File: src/rtl/idma_legalizer_rw_axi_mc_if.sv
// Request, AR/AW descriptor and control signals of the multi-channel AXI legalizer.
interface idma_legalizer_rw_axi_mc_if #(
  parameter int unsigned NumChannels = 2,
  parameter int unsigned DataWidth   = 64,
  parameter int unsigned AddrWidth   = 32,
  parameter int unsigned LenWidth    = 32,
  parameter int unsigned IdWidth     = 4
);
  localparam int unsigned OffsetWidth = $clog2(DataWidth / 8);
  localparam int unsigned ChanWidth   = (NumChannels > 1) ? $clog2(NumChannels) : 1;

  logic [NumChannels-1:0]           req_valid_i;
  logic [NumChannels-1:0]           req_ready_o;
  logic [NumChannels*AddrWidth-1:0] req_src_addr_i;
  logic [NumChannels*AddrWidth-1:0] req_dst_addr_i;
  logic [NumChannels*LenWidth-1:0]  req_length_i;
  logic [NumChannels*IdWidth-1:0]   req_id_i;
  logic [NumChannels-1:0]           req_decouple_i;

  logic                   ar_valid_o;
  logic                   ar_ready_i;
  logic [AddrWidth-1:0]   ar_addr_o;
  logic [7:0]             ar_len_o;
  logic [IdWidth-1:0]     ar_id_o;
  logic [OffsetWidth-1:0] ar_offset_o;
  logic [OffsetWidth-1:0] ar_tailer_o;

  logic                   aw_valid_o;
  logic                   aw_ready_i;
  logic [AddrWidth-1:0]   aw_addr_o;
  logic [7:0]             aw_len_o;
  logic [IdWidth-1:0]     aw_id_o;
  logic [OffsetWidth-1:0] aw_offset_o;
  logic [OffsetWidth-1:0] aw_tailer_o;
  logic                   aw_last_o;
  logic [ChanWidth-1:0]   aw_chan_o;

  logic kill_i;
  logic busy_o;

  // Legalizer side
  modport slave (
    input  req_valid_i, req_src_addr_i, req_dst_addr_i, req_length_i, req_id_i, req_decouple_i,
    output req_ready_o,
    output ar_valid_o, ar_addr_o, ar_len_o, ar_id_o, ar_offset_o, ar_tailer_o,
    input  ar_ready_i,
    output aw_valid_o, aw_addr_o, aw_len_o, aw_id_o, aw_offset_o, aw_tailer_o, aw_last_o,
    output aw_chan_o,
    input  aw_ready_i,
    input  kill_i,
    output busy_o
  );

  // Requester / manager side
  modport master (
    output req_valid_i, req_src_addr_i, req_dst_addr_i, req_length_i, req_id_i, req_decouple_i,
    input  req_ready_o,
    input  ar_valid_o, ar_addr_o, ar_len_o, ar_id_o, ar_offset_o, ar_tailer_o,
    output ar_ready_i,
    input  aw_valid_o, aw_addr_o, aw_len_o, aw_id_o, aw_offset_o, aw_tailer_o, aw_last_o,
    input  aw_chan_o,
    output aw_ready_i,
    output kill_i,
    input  busy_o
  );
endinterface

File: src/rtl/idma_legalizer_rw_axi_mc.sv
// Multi-channel 1D legalizer: round-robin request grant, split into AXI INCR bursts that never
// cross MaxBytes = min(PageSize, MaxBeats*StrbWidth) boundaries, buffered AR/AW descriptor slots.
module idma_legalizer_rw_axi_mc #(
  parameter int unsigned NumChannels = 2,
  parameter int unsigned DataWidth   = 64,
  parameter int unsigned AddrWidth   = 32,
  parameter int unsigned LenWidth    = 32,
  parameter int unsigned IdWidth     = 4,
  parameter int unsigned MaxBeats    = 256,
  parameter int unsigned PageSize    = 4096
) (
  input logic                       clk_i,
  input logic                       rst_ni,
  idma_legalizer_rw_axi_mc_if.slave bus
);
  localparam int unsigned StrbWidth   = DataWidth / 8;
  localparam int unsigned OffsetWidth = $clog2(StrbWidth);
  localparam int unsigned MaxBytes    = (PageSize < MaxBeats * StrbWidth) ? PageSize
                                                                          : MaxBeats * StrbWidth;
  localparam int unsigned MbWidth     = $clog2(MaxBytes) + 1;
  localparam int unsigned ChanWidth   = (NumChannels > 1) ? $clog2(NumChannels) : 1;

  typedef enum logic [0:0] {StIdle, StBurst} state_e;
  typedef logic [MbWidth-1:0]   mb_t;
  typedef logic [AddrWidth-1:0] addr_t;
  typedef logic [LenWidth-1:0]  len_t;
  typedef logic [OffsetWidth-1:0] off_t;

  state_e                 state_q, state_d;
  logic [ChanWidth-1:0]   rr_q, rr_d, chan_q, chan_d, grant_idx;
  logic                   grant_valid, req_hs;
  logic [NumChannels-1:0] req_ready;
  addr_t                  r_addr_q, r_addr_d, w_addr_q, w_addr_d;
  len_t                   r_rem_q, r_rem_d, w_rem_q, w_rem_d;
  logic [IdWidth-1:0]     id_q, id_d;
  logic                   dec_q, dec_d;

  logic               ar_valid_q, ar_valid_d, aw_valid_q, aw_valid_d;
  addr_t              ar_addr_q, ar_addr_d, aw_addr_q, aw_addr_d;
  logic [7:0]         ar_len_q, ar_len_d, aw_len_q, aw_len_d;
  off_t               ar_off_q, ar_off_d, aw_off_q, aw_off_d;
  off_t               ar_tail_q, ar_tail_d, aw_tail_q, aw_tail_d;
  logic [IdWidth-1:0] ar_id_q, ar_id_d, aw_id_q, aw_id_d;
  logic               aw_last_q, aw_last_d;
  logic [ChanWidth-1:0] aw_chan_q, aw_chan_d;

  mb_t  r_lim, w_lim, r_use, w_use, r_bytes, w_bytes, r_sum, w_sum;
  logic ld_r, ld_w;

  // Bytes left before the next MaxBytes boundary; equals MaxBytes when aligned.
  function automatic mb_t limit(addr_t a);
    return mb_t'(MaxBytes) - mb_t'(a[MbWidth-2:0]);
  endfunction

  function automatic mb_t clip(len_t rem, mb_t lim);
    return (rem < len_t'(lim)) ? mb_t'(rem) : lim;
  endfunction

  // Round-robin search from the pointer; grant only when idle, not killed and both slots drained.
  always_comb begin
    int c;
    c           = 0;
    grant_valid = 1'b0;
    grant_idx   = '0;
    for (int i = 0; i < int'(NumChannels); i++) begin
      c = int'(rr_q) + i;
      if (c >= int'(NumChannels)) c = c - int'(NumChannels);
      if (!grant_valid && bus.req_valid_i[c]) begin
        grant_valid = 1'b1;
        grant_idx   = ChanWidth'(c);
      end
    end
    req_hs    = grant_valid && (state_q == StIdle) && !bus.kill_i && !ar_valid_q && !aw_valid_q;
    req_ready = '0;
    if (req_hs) req_ready[grant_idx] = 1'b1;
  end

  // Burst splitting, slot loading and FSM next state.
  always_comb begin
    state_d    = state_q;
    rr_d       = rr_q;
    chan_d     = chan_q;
    r_addr_d   = r_addr_q;
    w_addr_d   = w_addr_q;
    r_rem_d    = r_rem_q;
    w_rem_d    = w_rem_q;
    id_d       = id_q;
    dec_d      = dec_q;
    ar_valid_d = ar_valid_q & ~bus.ar_ready_i;
    aw_valid_d = aw_valid_q & ~bus.aw_ready_i;
    ar_addr_d  = ar_addr_q;
    ar_len_d   = ar_len_q;
    ar_off_d   = ar_off_q;
    ar_tail_d  = ar_tail_q;
    ar_id_d    = ar_id_q;
    aw_addr_d  = aw_addr_q;
    aw_len_d   = aw_len_q;
    aw_off_d   = aw_off_q;
    aw_tail_d  = aw_tail_q;
    aw_id_d    = aw_id_q;
    aw_last_d  = aw_last_q;
    aw_chan_d  = aw_chan_q;
    ld_r       = 1'b0;
    ld_w       = 1'b0;

    r_lim = limit(r_addr_q);
    w_lim = limit(w_addr_q);
    // Coupled transfers share the tighter limit so R and W bursts pair up one-to-one.
    r_use = r_lim;
    w_use = w_lim;
    if (!dec_q) begin
      r_use = (w_lim < r_lim) ? w_lim : r_lim;
      w_use = r_use;
    end
    r_bytes = clip(r_rem_q, r_use);
    w_bytes = clip(w_rem_q, w_use);
    r_sum   = r_bytes + mb_t'(r_addr_q[OffsetWidth-1:0]);
    w_sum   = w_bytes + mb_t'(w_addr_q[OffsetWidth-1:0]);

    case (state_q)
      StIdle: begin
        if (req_hs) begin
          rr_d     = (grant_idx == ChanWidth'(NumChannels - 1)) ? '0 : grant_idx + 1'b1;
          chan_d   = grant_idx;
          r_addr_d = bus.req_src_addr_i[grant_idx*AddrWidth +: AddrWidth];
          w_addr_d = bus.req_dst_addr_i[grant_idx*AddrWidth +: AddrWidth];
          r_rem_d  = bus.req_length_i[grant_idx*LenWidth +: LenWidth];
          w_rem_d  = bus.req_length_i[grant_idx*LenWidth +: LenWidth];
          id_d     = bus.req_id_i[grant_idx*IdWidth +: IdWidth];
          dec_d    = bus.req_decouple_i[grant_idx];
          if (bus.req_length_i[grant_idx*LenWidth +: LenWidth] != '0) state_d = StBurst;
        end
      end
      StBurst: begin
        if (dec_q) begin
          ld_r = (r_rem_q != '0) && (!ar_valid_q || bus.ar_ready_i);
          ld_w = (w_rem_q != '0) && (!aw_valid_q || bus.aw_ready_i);
        end else begin
          ld_r = (r_rem_q != '0) && (w_rem_q != '0) && (!ar_valid_q || bus.ar_ready_i) &&
                 (!aw_valid_q || bus.aw_ready_i);
          ld_w = ld_r;
        end
        if (ld_r) begin
          ar_valid_d = 1'b1;
          ar_addr_d  = {r_addr_q[AddrWidth-1:OffsetWidth], {OffsetWidth{1'b0}}};
          ar_len_d   = 8'((r_sum - mb_t'(1)) >> OffsetWidth);
          ar_off_d   = r_addr_q[OffsetWidth-1:0];
          ar_tail_d  = r_sum[OffsetWidth-1:0];
          ar_id_d    = id_q;
          r_addr_d   = r_addr_q + addr_t'(r_bytes);
          r_rem_d    = r_rem_q - len_t'(r_bytes);
        end
        if (ld_w) begin
          aw_valid_d = 1'b1;
          aw_addr_d  = {w_addr_q[AddrWidth-1:OffsetWidth], {OffsetWidth{1'b0}}};
          aw_len_d   = 8'((w_sum - mb_t'(1)) >> OffsetWidth);
          aw_off_d   = w_addr_q[OffsetWidth-1:0];
          aw_tail_d  = w_sum[OffsetWidth-1:0];
          aw_id_d    = id_q;
          aw_last_d  = (w_rem_q == len_t'(w_bytes));
          aw_chan_d  = chan_q;
          w_addr_d   = w_addr_q + addr_t'(w_bytes);
          w_rem_d    = w_rem_q - len_t'(w_bytes);
        end
        if (r_rem_d == '0 && w_rem_d == '0) state_d = StIdle;
      end
      default: state_d = StIdle;
    endcase

    // Kill overrides everything, including a same-cycle descriptor acceptance.
    if (bus.kill_i) begin
      ar_valid_d = 1'b0;
      aw_valid_d = 1'b0;
      r_rem_d    = '0;
      w_rem_d    = '0;
      state_d    = StIdle;
    end
  end

  // State and slot registers.
  always_ff @(posedge clk_i or negedge rst_ni) begin
    if (!rst_ni) begin
      state_q    <= StIdle;
      rr_q       <= '0;
      chan_q     <= '0;
      r_addr_q   <= '0;
      w_addr_q   <= '0;
      r_rem_q    <= '0;
      w_rem_q    <= '0;
      id_q       <= '0;
      dec_q      <= 1'b0;
      ar_valid_q <= 1'b0;
      ar_addr_q  <= '0;
      ar_len_q   <= '0;
      ar_off_q   <= '0;
      ar_tail_q  <= '0;
      ar_id_q    <= '0;
      aw_valid_q <= 1'b0;
      aw_addr_q  <= '0;
      aw_len_q   <= '0;
      aw_off_q   <= '0;
      aw_tail_q  <= '0;
      aw_id_q    <= '0;
      aw_last_q  <= 1'b0;
      aw_chan_q  <= '0;
    end else begin
      state_q    <= state_d;
      rr_q       <= rr_d;
      chan_q     <= chan_d;
      r_addr_q   <= r_addr_d;
      w_addr_q   <= w_addr_d;
      r_rem_q    <= r_rem_d;
      w_rem_q    <= w_rem_d;
      id_q       <= id_d;
      dec_q      <= dec_d;
      ar_valid_q <= ar_valid_d;
      ar_addr_q  <= ar_addr_d;
      ar_len_q   <= ar_len_d;
      ar_off_q   <= ar_off_d;
      ar_tail_q  <= ar_tail_d;
      ar_id_q    <= ar_id_d;
      aw_valid_q <= aw_valid_d;
      aw_addr_q  <= aw_addr_d;
      aw_len_q   <= aw_len_d;
      aw_off_q   <= aw_off_d;
      aw_tail_q  <= aw_tail_d;
      aw_id_q    <= aw_id_d;
      aw_last_q  <= aw_last_d;
      aw_chan_q  <= aw_chan_d;
    end
  end

  assign bus.req_ready_o = req_ready;
  assign bus.ar_valid_o  = ar_valid_q;
  assign bus.ar_addr_o   = ar_addr_q;
  assign bus.ar_len_o    = ar_len_q;
  assign bus.ar_id_o     = ar_id_q;
  assign bus.ar_offset_o = ar_off_q;
  assign bus.ar_tailer_o = ar_tail_q;
  assign bus.aw_valid_o  = aw_valid_q;
  assign bus.aw_addr_o   = aw_addr_q;
  assign bus.aw_len_o    = aw_len_q;
  assign bus.aw_id_o     = aw_id_q;
  assign bus.aw_offset_o = aw_off_q;
  assign bus.aw_tailer_o = aw_tail_q;
  assign bus.aw_last_o   = aw_last_q;
  assign bus.aw_chan_o   = aw_chan_q;
  assign bus.busy_o      = (state_q != StIdle) | ar_valid_q | aw_valid_q;
endmodule

File: src/flat_wrapper.sv
// flat-port wrapper written by rule: the top's interface ports become plain ports
module idma_legalizer_rw_axi_mc_flat 
#(
  parameter int unsigned NumChannels = 2,
  parameter int unsigned DataWidth   = 64,
  parameter int unsigned AddrWidth   = 32,
  parameter int unsigned LenWidth    = 32,
  parameter int unsigned IdWidth     = 4,
  parameter int unsigned MaxBeats    = 256,
  parameter int unsigned PageSize    = 4096
)
  (clk_i, rst_ni, bus_req_valid_i, bus_req_src_addr_i, bus_req_dst_addr_i, bus_req_length_i, bus_req_id_i, bus_req_decouple_i, bus_req_ready_o, bus_ar_valid_o, bus_ar_addr_o, bus_ar_len_o, bus_ar_id_o, bus_ar_offset_o, bus_ar_tailer_o, bus_ar_ready_i, bus_aw_valid_o, bus_aw_addr_o, bus_aw_len_o, bus_aw_id_o, bus_aw_offset_o, bus_aw_tailer_o, bus_aw_last_o, bus_aw_chan_o, bus_aw_ready_i, bus_kill_i, bus_busy_o);
  idma_legalizer_rw_axi_mc_if #(.NumChannels(NumChannels), .DataWidth(DataWidth), .AddrWidth(AddrWidth), .LenWidth(LenWidth), .IdWidth(IdWidth)) bus_i ();
  input logic clk_i;
  input logic rst_ni;
  input wire logic [$bits(bus_i.req_valid_i)-1:0] bus_req_valid_i;
  input wire logic [$bits(bus_i.req_src_addr_i)-1:0] bus_req_src_addr_i;
  input wire logic [$bits(bus_i.req_dst_addr_i)-1:0] bus_req_dst_addr_i;
  input wire logic [$bits(bus_i.req_length_i)-1:0] bus_req_length_i;
  input wire logic [$bits(bus_i.req_id_i)-1:0] bus_req_id_i;
  input wire logic [$bits(bus_i.req_decouple_i)-1:0] bus_req_decouple_i;
  output wire logic [$bits(bus_i.req_ready_o)-1:0] bus_req_ready_o;
  output wire logic [$bits(bus_i.ar_valid_o)-1:0] bus_ar_valid_o;
  output wire logic [$bits(bus_i.ar_addr_o)-1:0] bus_ar_addr_o;
  output wire logic [$bits(bus_i.ar_len_o)-1:0] bus_ar_len_o;
  output wire logic [$bits(bus_i.ar_id_o)-1:0] bus_ar_id_o;
  output wire logic [$bits(bus_i.ar_offset_o)-1:0] bus_ar_offset_o;
  output wire logic [$bits(bus_i.ar_tailer_o)-1:0] bus_ar_tailer_o;
  input wire logic [$bits(bus_i.ar_ready_i)-1:0] bus_ar_ready_i;
  output wire logic [$bits(bus_i.aw_valid_o)-1:0] bus_aw_valid_o;
  output wire logic [$bits(bus_i.aw_addr_o)-1:0] bus_aw_addr_o;
  output wire logic [$bits(bus_i.aw_len_o)-1:0] bus_aw_len_o;
  output wire logic [$bits(bus_i.aw_id_o)-1:0] bus_aw_id_o;
  output wire logic [$bits(bus_i.aw_offset_o)-1:0] bus_aw_offset_o;
  output wire logic [$bits(bus_i.aw_tailer_o)-1:0] bus_aw_tailer_o;
  output wire logic [$bits(bus_i.aw_last_o)-1:0] bus_aw_last_o;
  output wire logic [$bits(bus_i.aw_chan_o)-1:0] bus_aw_chan_o;
  input wire logic [$bits(bus_i.aw_ready_i)-1:0] bus_aw_ready_i;
  input wire logic [$bits(bus_i.kill_i)-1:0] bus_kill_i;
  output wire logic [$bits(bus_i.busy_o)-1:0] bus_busy_o;
  assign bus_i.req_valid_i = bus_req_valid_i;
  assign bus_i.req_src_addr_i = bus_req_src_addr_i;
  assign bus_i.req_dst_addr_i = bus_req_dst_addr_i;
  assign bus_i.req_length_i = bus_req_length_i;
  assign bus_i.req_id_i = bus_req_id_i;
  assign bus_i.req_decouple_i = bus_req_decouple_i;
  assign bus_req_ready_o = bus_i.req_ready_o;
  assign bus_ar_valid_o = bus_i.ar_valid_o;
  assign bus_ar_addr_o = bus_i.ar_addr_o;
  assign bus_ar_len_o = bus_i.ar_len_o;
  assign bus_ar_id_o = bus_i.ar_id_o;
  assign bus_ar_offset_o = bus_i.ar_offset_o;
  assign bus_ar_tailer_o = bus_i.ar_tailer_o;
  assign bus_i.ar_ready_i = bus_ar_ready_i;
  assign bus_aw_valid_o = bus_i.aw_valid_o;
  assign bus_aw_addr_o = bus_i.aw_addr_o;
  assign bus_aw_len_o = bus_i.aw_len_o;
  assign bus_aw_id_o = bus_i.aw_id_o;
  assign bus_aw_offset_o = bus_i.aw_offset_o;
  assign bus_aw_tailer_o = bus_i.aw_tailer_o;
  assign bus_aw_last_o = bus_i.aw_last_o;
  assign bus_aw_chan_o = bus_i.aw_chan_o;
  assign bus_i.aw_ready_i = bus_aw_ready_i;
  assign bus_i.kill_i = bus_kill_i;
  assign bus_busy_o = bus_i.busy_o;
  idma_legalizer_rw_axi_mc #(.NumChannels(NumChannels), .DataWidth(DataWidth), .AddrWidth(AddrWidth), .LenWidth(LenWidth), .IdWidth(IdWidth), .MaxBeats(MaxBeats), .PageSize(PageSize)) u_core (.clk_i(clk_i), .rst_ni(rst_ni), .bus(bus_i));
endmodule
File: config.mk
export PLATFORM = sky130hd
export DESIGN_NAME = idma_legalizer_rw_axi_mc_flat
export DESIGN_NICKNAME = d
export VERILOG_FILES = /design/src/rtl/idma_legalizer_rw_axi_mc_if.sv /design/src/rtl/idma_legalizer_rw_axi_mc.sv /design/src/flat_wrapper.sv
export SDC_FILE = /design/constraint.sdc
export NUM_CORES = 1
export LEC_CHECK = 0
export BUFFER_PORTS_ARGS = -buffer_cell sky130_fd_sc_hd__buf_4
export CAP_MARGIN = 10
export CORE_MARGIN = 5
export CORE_UTILIZATION = 39
export DETAILED_ROUTE_END_ITERATION = 6
export GPL_TIMING_DRIVEN = 0
export PLACE_DENSITY = 0.61
export SLEW_MARGIN = 20
export SYNTH_ARGS = -nofsm -noshare
export SYNTH_HDL_FRONTEND = slang
export SYNTH_SLANG_ARGS = --single-unit
File: constraint.sdc
create_clock -name clk_i -period 13 [get_ports clk_i]
set_clock_uncertainty 0.2 [all_clocks]
set_input_delay 2.6 -clock clk_i [delete_from_list [all_inputs] [get_ports clk_i]]
set_output_delay 2.6 -clock clk_i [all_outputs]
set_load 0.02 [all_outputs]
==> flow_summary.html, run 1 <==
<table>
<tr><th>Metric</th><th>Value</th></tr>
<tr><th colspan="2">Detailed routing</th></tr>
<tr><td>Ratio of routed vias to standard cells</td><td>6.01</td></tr>
<tr><td>Number of optimization iterations in the first detailed-route pass</td><td>7</td></tr>
<tr><td>Total detailed-routing wirelength</td><td>91.6 mm</td></tr>
<tr><td>Remaining antenna violation count</td><td>0</td></tr>
<tr><td>Wire per inst</td><td>25.6 um</td></tr>
<tr><td>Initial drt markers</td><td>2428</td></tr>
<tr><td>DR DRC count</td><td>4</td></tr>
<tr><td>Number of vias in the routed layout</td><td>21500</td></tr>
<tr><th colspan="2">Power</th></tr>
<tr><td>Power Density</td><td>363 nW/um2</td></tr>
<tr><td>Peak ir drop on the vdd network</td><td>0.000156 V</td></tr>
<tr><td>LEAKAGE</td><td>0.0107 uW</td></tr>
<tr><td>Power after layout</td><td>8520 uW</td></tr>
<tr><th colspan="2">Setup path</th></tr>
<tr><td>Crit path from</td><td>u_core.w_addr_q[4]$_DFFE_PN0P_</td></tr>
<tr><td>Most prevalent standard cell on the critical path</td><td>sky130_fd_sc_hd__a21o_1</td></tr>
<tr><td>Required time at the endpoint of the critical path</td><td>13.25 ns</td></tr>
<tr><td>Crit-path max FO</td><td>10</td></tr>
<tr><td>Slowest Stage Delay on Critical Path</td><td>0.54 ns</td></tr>
<tr><td>Critical-path cell with the highest stage delay</td><td>sky130_fd_sc_hd__a2111oi_4</td></tr>
<tr><td>Setup crit start kind</td><td>flip-flop</td></tr>
<tr><td>Launch point of the worst reg-to-reg path</td><td>u_core.w_addr_q[4]$_DFFE_PN0P_</td></tr>
<tr><td>Worst Path Arrival</td><td>12.68 ns</td></tr>
<tr><td>Category of the worst setup path capture point</td><td>flip-flop</td></tr>
<tr><td>Critical path class</td><td>reg2reg</td></tr>
<tr><th colspan="2">STA</th></tr>
<tr><td>Max-slew violations</td><td>0</td></tr>
<tr><td>WHS</td><td>0.278 ns</td></tr>
<tr><td>Number of endpoints with negative hold slack in the final report</td><td>0</td></tr>
<tr><td>Transition time at the pin with the least slew margin</td><td>1.15 ns</td></tr>
<tr><td>Final setup viols</td><td>0</td></tr>
<tr><td>Achievable frequency</td><td>0.0805 GHz</td></tr>
<tr><td>Post-route minimum period</td><td>12.43 ns</td></tr>
<tr><td>Worst slew margin relative to its limit</td><td>0.214</td></tr>
<tr><td>RSZ-0062 raised after global routing</td><td>no</td></tr>
<tr><td>Share of the clock period used by the worst path</td><td>0.956</td></tr>
<tr><th colspan="2">Synthesis</th></tr>
<tr><td>Largest cells by area after synthesis</td><td>sky130_fd_sc_hd__dfrtp_1, sky130_fd_sc_hd__nand2_1, sky130_fd_sc_hd__a21oi_1</td></tr>
<tr><td>Cell type with the highest aggregate area in the netlist</td><td>sky130_fd_sc_hd__dfrtp_1</td></tr>
<tr><td>Most frequent cell after synthesis</td><td>sky130_fd_sc_hd__nand2_1</td></tr>
<tr><td>Post-synthesis sequential area ratio</td><td>0.305</td></tr>
<tr><td>Area share of the largest cell type after synthesis</td><td>0.305</td></tr>
<tr><td>EDFF count, synth</td><td>0</td></tr>
<tr><td>Post-synthesis instance total</td><td>2550</td></tr>
<tr><td>Commonest cells post-synth</td><td>sky130_fd_sc_hd__nand2_1, sky130_fd_sc_hd__dfrtp_1, sky130_fd_sc_hd__a21oi_1, sky130_fd_sc_hd__nor2_1, sky130_fd_sc_hd__o21ai_0</td></tr>
<tr><td>Synth Area per Inst</td><td>7.53 um2</td></tr>
<tr><td>Yosys warning count</td><td>0</td></tr>
<tr><td>Async set-reset flop share out of synthesis</td><td>1.00</td></tr>
<tr><td>#FFs+latches synth</td><td>234</td></tr>
<tr><td>Ys flop type</td><td>sky130_fd_sc_hd__dfrtp_1</td></tr>
<tr><td>Count of cell types in the netlist</td><td>112</td></tr>
<tr><td>Synthesized area</td><td>19200 um2</td></tr>
<tr><th colspan="2">Global routing</th></tr>
<tr><td>Initial antenna violation count</td><td>1</td></tr>
<tr><td>Maximum number of pins on one net before global-route repair</td><td>90</td></tr>
<tr><td>Global-route usage over all layers</td><td>0.327</td></tr>
<tr><td>GR Overflow Total</td><td>0</td></tr>
<tr><td>Number of global-route vias before repair</td><td>20600</td></tr>
<tr><td>Wire length of the first global-routing pass</td><td>134 mm</td></tr>
<tr><th colspan="2">Die</th></tr>
<tr><td>Die Outline Area</td><td>53800 um2</td></tr>
<tr><td>Die boundary width</td><td>232 um</td></tr>
<tr><td>Die Span Y</td><td>232 um</td></tr>
<tr><td>Number of primary I/O pins</td><td>316</td></tr>
<tr><td>Initial core utilization</td><td>0.393</td></tr>
<tr><td>Placeable core region</td><td>48800 um2</td></tr>
<tr><td>Count of standard-cell rows</td><td>81</td></tr>
<tr><th colspan="2">Run status</th></tr>
<tr><td>Violated checks</td><td>DRC</td></tr>
<tr><td>Run status</td><td>complete, but fails checks</td></tr>
<tr><th colspan="2">Clock tree</th></tr>
<tr><td>Buffer count from post-CTS setup fixing</td><td>0</td></tr>
<tr><td>CTS sink count</td><td>234</td></tr>
<tr><td>Number of hold buffers added after cts</td><td>0</td></tr>
<tr><td>Post-CTS clock slew at the launch and capture registers of the worst setup and hold paths</td><td>0.06 ns</td></tr>
<tr><td>Deepest clock path buffer count</td><td>3</td></tr>
<tr><td>Clock latency reported for the late side of the worst-skew pair</td><td>0.58 ns</td></tr>
<tr><td>CTS tree</td><td>built</td></tr>
<tr><td>Clock H-tree levels</td><td>1</td></tr>
<tr><td>Master cell of the clock root buffer</td><td>sky130_fd_sc_hd__clkbuf_16</td></tr>
<tr><td>Number of buffers inserted during clock tree synthesis</td><td>29</td></tr>
<tr><th colspan="2">Placement</th></tr>
<tr><td>Dpl cell area</td><td>22400 um2</td></tr>
<tr><td>Final Wtd Congestion</td><td>0.980</td></tr>
<tr><td>Input/output buffers</td><td>309</td></tr>
<tr><td>DP Wirelength</td><td>72.5 mm</td></tr>
<tr><th colspan="2">Job</th></tr>
<tr><td>Total of max-cap violations</td><td>0</td></tr>
<tr><th colspan="2">Final layout</th></tr>
<tr><td>Area overhead of the layout relative to synthesis</td><td>22.4%</td></tr>
<tr><td>Number of antenna diodes</td><td>0</td></tr>
<tr><td>Finished Cell Area</td><td>23500 um2</td></tr>
<tr><td>Ratio of cells with drive above 1 in the final layout</td><td>0.166</td></tr>
<tr><td>Final-stage net count</td><td>3177</td></tr>
<tr><th colspan="2">Min path</th></tr>
<tr><td>HP Start</td><td>u_core.bus.ar_id_o[0]$_DFFE_PN0P_</td></tr>
<tr><td>Worst hold path type</td><td>reg2reg</td></tr>
</table>
==> metal layers <==
layer | global-route usage | vias to the layer above | routed length (um)
met1 | 0.451 | 10500 | 38500
met2 | 0.522 | 1097 | 41700
met5 | 0 | - | 0
met3 | 0.0581 | 177 | 8120
met4 | 0.102 | 0 | 3250
li1 | - | 9779 | -
==> worst paths after layout <==
check | end | slack, ns | depth (start not counted)
max in group asynchronous | u_core.bus.ar_len_o[3]$_DFFE_PN0P_ | 9.55 | 3
min reg2reg | u_core.bus.ar_id_o[0]$_DFFE_PN0P_ | 0.28 | 2
max reg2reg | u_core.state_q$_DFF_PN0_ | 0.57 | 40
min | u_core.bus.ar_id_o[0]$_DFFE_PN0P_ | 0.28 | 2
max | u_core.state_q$_DFF_PN0_ | 0.57 | 40
min in group asynchronous | u_core.bus.aw_addr_o[28]$_DFFE_PN0P_ | 1.78 | 1
==> metrics by stage <==
stage           util  cells  worst slack (ns)  setup TNS [ns]
4_1_cts        0.480   3580            0.0362               0
5_1_grt        0.481   3580             0.103               0
3_5_place_dp   0.460   3530            -0.660          -0.675
2_1_floorplan      -   2555              2.61               0
3_3_place_gp   0.458   3528            -0.663          -0.663
6_report       0.481   3580             0.570               0
==> worst max-delay path: cells and delay by family (launching register included) <==
family	cells	cell delay, ns
fa+ha+maj	5	1.50
mux	2	0.68
compound gates	15	4.31
simple gates	9	3.22
flops	1	0.46
buf+inv	8	1.57
xor+xnor	1	0.35
==> layout make-up <==
| cell class | instances | area (um2) |
|---|---|---|
| buffer | 159 | 668 |
| clock buffer | 36 | 792 |
| clock inverter | 14 | 180 |
| fill | 5047 | 25300 |
| inverter | 84 | 323 |
| multi-input combinational | 2078 | 12500 |
| sequential | 234 | 5860 |
| tap | 664 | 831 |
| timing repair buffer | 311 | 2380 |
==> sequential cells by signal, summed over array words and instances, names as in the netlist, 4 cells and up <==
name                  count
u_core.bus.ar_addr_o     29
u_core.bus.ar_id_o        4
u_core.bus.ar_len_o       8
u_core.bus.aw_addr_o     29
u_core.bus.aw_id_o        4
u_core.bus.aw_len_o       8
u_core.id_q               4
u_core.r_addr_q          32
u_core.r_rem_q           32
u_core.w_addr_q          32
u_core.w_rem_q           32
==> cells in the final DEF (no fill, tap or decap), types with 69 or more instances in the layout <==
cell type                  Yosys  final
sky130_fd_sc_hd__a21oi_1     220    218
sky130_fd_sc_hd__clkbuf_1    121    124
sky130_fd_sc_hd__nor2_1      212    212
sky130_fd_sc_hd__xnor2_1      70     69
sky130_fd_sc_hd__nand3_1      83     83
sky130_fd_sc_hd__inv_1        79     78
sky130_fd_sc_hd__buf_4        10    318
sky130_fd_sc_hd__nand2_1     532    532
sky130_fd_sc_hd__dfrtp_1     234    234
sky130_fd_sc_hd__o21ai_0     177    177
==> where the power goes <==
part / internal, uW / leakage, uW / switching [uW]
clock network: 508 / 0.000482 / 349
registers: 1020 / 0.00290 / 338
logic: 2250 / 0.00729 / 4060
==> cells by family (layout without fill, tap and decap cells) <==
logic type | count (synthesis) | count (layout) | synth area share
other | 1 | 6 | 0.000195
xor gates and xnor gates | 98 | 98 | 0.0451
adders and majority gates | 84 | 84 | 0.0548
buffers and inverters | 243 | 604 | 0.0516
and+or+nand+nor | 1097 | 1097 | 0.258
AOI/OAI and AO/OA | 699 | 699 | 0.234
DFF | 234 | 234 | 0.305
muxes | 94 | 94 | 0.0515
==> repair_timing <==
item / in CTS / in global routing
hold endpoints to repair: 0 / 0
setup endpoints to repair: 3 / 30
pin swaps: 0 / 1
gates resized for setup: 5 / 13
(Power assumes the default switching activity.)
==> run 2, diff against run 1 <==
- ABC_AREA: unset -> 1
- SLEW_MARGIN: 20 -> 10
==> flow_summary.html, run 2 <==
<table>
<tr><th>Metric</th><th>Value</th></tr>
<tr><th colspan="2">Clock tree</th></tr>
<tr><td>Number of hold buffers added after cts</td><td>0</td></tr>
<tr><td>CTS tree</td><td>built</td></tr>
<tr><td>Cells resized by post-CTS repair</td><td>0</td></tr>
<tr><td>Number of buffers inserted during clock tree synthesis</td><td>29</td></tr>
<tr><td>Clock H-tree levels</td><td>1</td></tr>
<tr><td>Buffer count from post-CTS setup fixing</td><td>0</td></tr>
<tr><td>Master cell of the clock root buffer</td><td>sky130_fd_sc_hd__clkbuf_16</td></tr>
<tr><td>Clock latency reported for the late side of the worst-skew pair</td><td>0.58 ns</td></tr>
<tr><td>Deepest clock path buffer count</td><td>3</td></tr>
<tr><td>CTS sink count</td><td>234</td></tr>
<tr><td>Post-CTS clock slew at the launch and capture registers of the worst setup and hold paths</td><td>0.06 ns</td></tr>
<tr><th colspan="2">Global routing</th></tr>
<tr><td>Global-route usage over all layers</td><td>0.298</td></tr>
<tr><td>Initial antenna violation count</td><td>0</td></tr>
<tr><td>GR Overflow Total</td><td>0</td></tr>
<tr><td>Maximum number of pins on one net before global-route repair</td><td>91</td></tr>
<tr><td>Number of global-route vias before repair</td><td>20800</td></tr>
<tr><td>Wire length of the first global-routing pass</td><td>123 mm</td></tr>
<tr><th colspan="2">Final layout</th></tr>
<tr><td>Area overhead of the layout relative to synthesis</td><td>22.7%</td></tr>
<tr><td>Core Util, Final</td><td>0.481</td></tr>
<tr><td>Top library cells by usage in the layout, fill and taps aside</td><td>sky130_fd_sc_hd__nand2_1, sky130_fd_sc_hd__nor2_1, sky130_fd_sc_hd__o21ai_0</td></tr>
<tr><td>Number of cells in the finished layout apart from fillers</td><td>3870</td></tr>
<tr><td>Ratio of cells with drive above 1 in the final layout</td><td>0.148</td></tr>
<tr><td>Final-stage net count</td><td>3513</td></tr>
<tr><td>Number of antenna diodes</td><td>0</td></tr>
<tr><td>Most common library cell in the layout ignoring fill and taps</td><td>sky130_fd_sc_hd__nand2_1</td></tr>
<tr><td>Fill cells</td><td>4911</td></tr>
<tr><th colspan="2">Detailed routing</th></tr>
<tr><td>Number of optimization iterations in the first detailed-route pass</td><td>6</td></tr>
<tr><td>Remaining antenna violation count</td><td>0</td></tr>
<tr><td>Wire per inst</td><td>21.0 um</td></tr>
<tr><td>Total detailed-routing wirelength</td><td>81.1 mm</td></tr>
<tr><td>Number of vias in the routed layout</td><td>21200</td></tr>
<tr><td>Met1 layer wirelength in the final routing</td><td>33.3 mm</td></tr>
<tr><td>Initial drt markers</td><td>1686</td></tr>
<tr><td>Wire length on met3</td><td>5.98 mm</td></tr>
<tr><td>DR DRC count</td><td>0</td></tr>
<tr><td>Wire length on met2</td><td>39.0 mm</td></tr>
<tr><td>Highest metal layer with signal wires</td><td>met4</td></tr>
<tr><td>Ratio of routed vias to standard cells</td><td>5.48</td></tr>
<tr><th colspan="2">Synthesis</th></tr>
<tr><td>Synthesized area</td><td>18600 um2</td></tr>
<tr><td>Ys flop type</td><td>sky130_fd_sc_hd__dfrtp_1</td></tr>
<tr><td>Area share of the largest cell type after synthesis</td><td>0.314</td></tr>
<tr><td>Most frequent cell after synthesis</td><td>sky130_fd_sc_hd__nand2_1</td></tr>
<tr><td>Count of cell types in the netlist</td><td>55</td></tr>
<tr><td>EDFF count, synth</td><td>0</td></tr>
<tr><td>Synth Area per Inst</td><td>6.46 um2</td></tr>
<tr><td>Post-synthesis instance total</td><td>2885</td></tr>
<tr><td>Async set-reset flop share out of synthesis</td><td>1.00</td></tr>
<tr><td>Yosys warning count</td><td>0</td></tr>
<tr><td>#FFs+latches synth</td><td>234</td></tr>
<tr><td>Post-synthesis sequential area ratio</td><td>0.314</td></tr>
<tr><td>Cell type with the highest aggregate area in the netlist</td><td>sky130_fd_sc_hd__dfrtp_1</td></tr>
<tr><td>Commonest cells post-synth</td><td>sky130_fd_sc_hd__nand2_1, sky130_fd_sc_hd__nor2_1, sky130_fd_sc_hd__o21ai_0, sky130_fd_sc_hd__inv_1, sky130_fd_sc_hd__dfrtp_1</td></tr>
<tr><td>Largest cells by area after synthesis</td><td>sky130_fd_sc_hd__dfrtp_1, sky130_fd_sc_hd__nand2_1, sky130_fd_sc_hd__o21ai_0</td></tr>
<tr><th colspan="2">Setup path</th></tr>
<tr><td>Critical path's top delay family</td><td>simple AND/OR/NAND/NOR gates</td></tr>
<tr><td>Setup crit start kind</td><td>flip-flop</td></tr>
<tr><td>Buf+Inv Stages, Crit Path</td><td>10</td></tr>
<tr><td>Worst Path Arrival</td><td>8.56 ns</td></tr>
<tr><td>Slowest Stage Delay on Critical Path</td><td>0.44 ns</td></tr>
<tr><td>Critical path class</td><td>reg2reg</td></tr>
<tr><td>Reg-to-reg setup timing slack</td><td>4.73 ns</td></tr>
<tr><td>Crit path from</td><td>u_core.r_addr_q[0]$_DFFE_PN0P_</td></tr>
<tr><td>Critical-path cell with the highest stage delay</td><td>sky130_fd_sc_hd__dfrtp_1</td></tr>
<tr><td>Category of the worst setup path capture point</td><td>flip-flop</td></tr>
<tr><td>Most prevalent standard cell on the critical path</td><td>sky130_fd_sc_hd__nand2_1</td></tr>
<tr><td>Launch point of the worst reg-to-reg path</td><td>u_core.r_addr_q[0]$_DFFE_PN0P_</td></tr>
<tr><td>Crit-path max FO</td><td>10</td></tr>
<tr><td>Required time at the endpoint of the critical path</td><td>13.29 ns</td></tr>
<tr><th colspan="2">Power</th></tr>
<tr><td>LEAKAGE</td><td>0.0116 uW</td></tr>
<tr><td>Power Density</td><td>307 nW/um2</td></tr>
<tr><td>Peak ir drop on the vdd network</td><td>0.000129 V</td></tr>
<tr><th colspan="2">Placement</th></tr>
<tr><td>DP Wirelength</td><td>65.3 mm</td></tr>
<tr><td>Input/output buffers</td><td>309</td></tr>
<tr><td>Final Wtd Congestion</td><td>0.954</td></tr>
<tr><td>Worst-case setup slack after placement</td><td>4.81 ns</td></tr>
<tr><td>Placed Cells incl. Taps</td><td>3817</td></tr>
<tr><th colspan="2">STA</th></tr>
<tr><td>Share of the clock period used by the worst path</td><td>0.636</td></tr>
<tr><td>Worst setup slack after layout</td><td>4.73 ns</td></tr>
<tr><td>Max-slew violations</td><td>0</td></tr>
<tr><td>Achievable frequency</td><td>0.121 GHz</td></tr>
<tr><td>Final setup viols</td><td>0</td></tr>
<tr><td>Transition time at the pin with the least slew margin</td><td>1.10 ns</td></tr>
<tr><td>Setup TNS</td><td>0 ns</td></tr>
<tr><td>WHS</td><td>0.280 ns</td></tr>
<tr><td>Post-route minimum period</td><td>8.27 ns</td></tr>
<tr><td>Worst slew margin relative to its limit</td><td>0.267</td></tr>
<tr><td>Number of endpoints with negative hold slack in the final report</td><td>0</td></tr>
<tr><td>RSZ-0062 raised after global routing</td><td>no</td></tr>
<tr><th colspan="2">Min path</th></tr>
<tr><td>HP Start</td><td>u_core.bus.ar_addr_o[27]$_DFFE_PN0P_</td></tr>
<tr><td>Worst hold path type</td><td>reg2reg</td></tr>
<tr><th colspan="2">Die</th></tr>
<tr><td>Placeable core region</td><td>47500 um2</td></tr>
<tr><td>Die boundary width</td><td>229 um</td></tr>
<tr><td>Initial core utilization</td><td>0.392</td></tr>
<tr><td>Count of standard-cell rows</td><td>80</td></tr>
<tr><td>Die Outline Area</td><td>52300 um2</td></tr>
<tr><td>Die Span Y</td><td>229 um</td></tr>
<tr><td>Number of primary I/O pins</td><td>316</td></tr>
<tr><th colspan="2">Job</th></tr>
<tr><td>Total of max-cap violations</td><td>0</td></tr>
<tr><th colspan="2">Run status</th></tr>
<tr><td>Run status</td><td>finished clean</td></tr>
</table>
run 2: changes by cell type after synthesis, sizes merged, moves of 36 or more:
cell and delta:
inv +269, nor2 +191, nand2 +185, o21ai +175, a21oi -133, nand3 +98
xnor2 -60, mux2i -48, clkbuf -37, a21o -36
run 2: logic make-up (layout without fill, tap and decap cells):
group / after synthesis / count (layout) / share of synthesized area
muxes: 19 / 19 / 0.0102
adders and majority gates: 71 / 71 / 0.0493
xor gates and xnor gates: 51 / 51 / 0.0240
AOI/OAI and AO/OA: 574 / 574 / 0.171
other: 1 / 6 / 0.000201
and+or+nand+nor: 1470 / 1470 / 0.335
buffers and inverters: 465 / 830 / 0.0966
DFF: 234 / 234 / 0.314
run 2: final timing paths:
kind | to | cells after the start
worst min-delay path | u_core.bus.ar_addr_o[27]$_DFFE_PN0P_ | 2
max in group asynchronous | u_core.bus.ar_addr_o[24]$_DFFE_PN0P_ | 3
min in group asynchronous | u_core.w_rem_q[26]$_DFFE_PN0P_ | 1
worst max-delay path | u_core.r_addr_q[24]$_DFFE_PN0P_ | 56
worst max register to register | u_core.r_addr_q[24]$_DFFE_PN0P_ | 56
worst min register to register | u_core.bus.ar_addr_o[27]$_DFFE_PN0P_ | 2
run 2: report_power, final:
part	switching (uW)	internal (uW)
registers	284	1010
clock network	354	553
logic	3230	1590
total	3870	3150
run 2: worst register-to-register path: cells and delay by family (launching register included):
family | cells | cell delay (ns)
AO/OA/AOI/OAI | 10 | 1.51
AND/OR/NAND/NOR | 31 | 3.20
buffers and inverters | 10 | 1.12
adder cells (fa/ha/maj) | 4 | 1.41
flip-flops | 1 | 0.44
XOR/XNOR | 1 | 0.31
run 2: cell type report:
type / count / area (um2) / area share
Clock buffer: 40 / 847 / 0.0370
Timing Repair Buffer: 312 / 2390 / 0.104
Inverter: 356 / 1340 / 0.0584
Sequential cell: 234 / 5860 / 0.256
Buffer: 109 / 464 / 0.0203
Tap cell: 615 / 769 / 0.0336
Clock inverter: 13 / 208 / 0.00908
Multi-Input combinational cell: 2191 / 11000 / 0.481
run 2: metrics by stage:
step                      power (uW)  instance area (um2)
final                           7020                22900
after floorplan                 4530                18700
after detailed placement        6040                21800
after global routing            7650                22900
after CTS                       6980                22900
after global placement          5980                21700
run 2: layer usage:
| layer | global-route usage | up-vias |
|---|---|---|
| met5 | 0 | - |
| met4 | 0.0976 | 0 |
| met3 | 0.0509 | 156 |
| met2 | 0.519 | 883 |
| met1 | 0.376 | 10000 |
| li1 | - | 10200 |
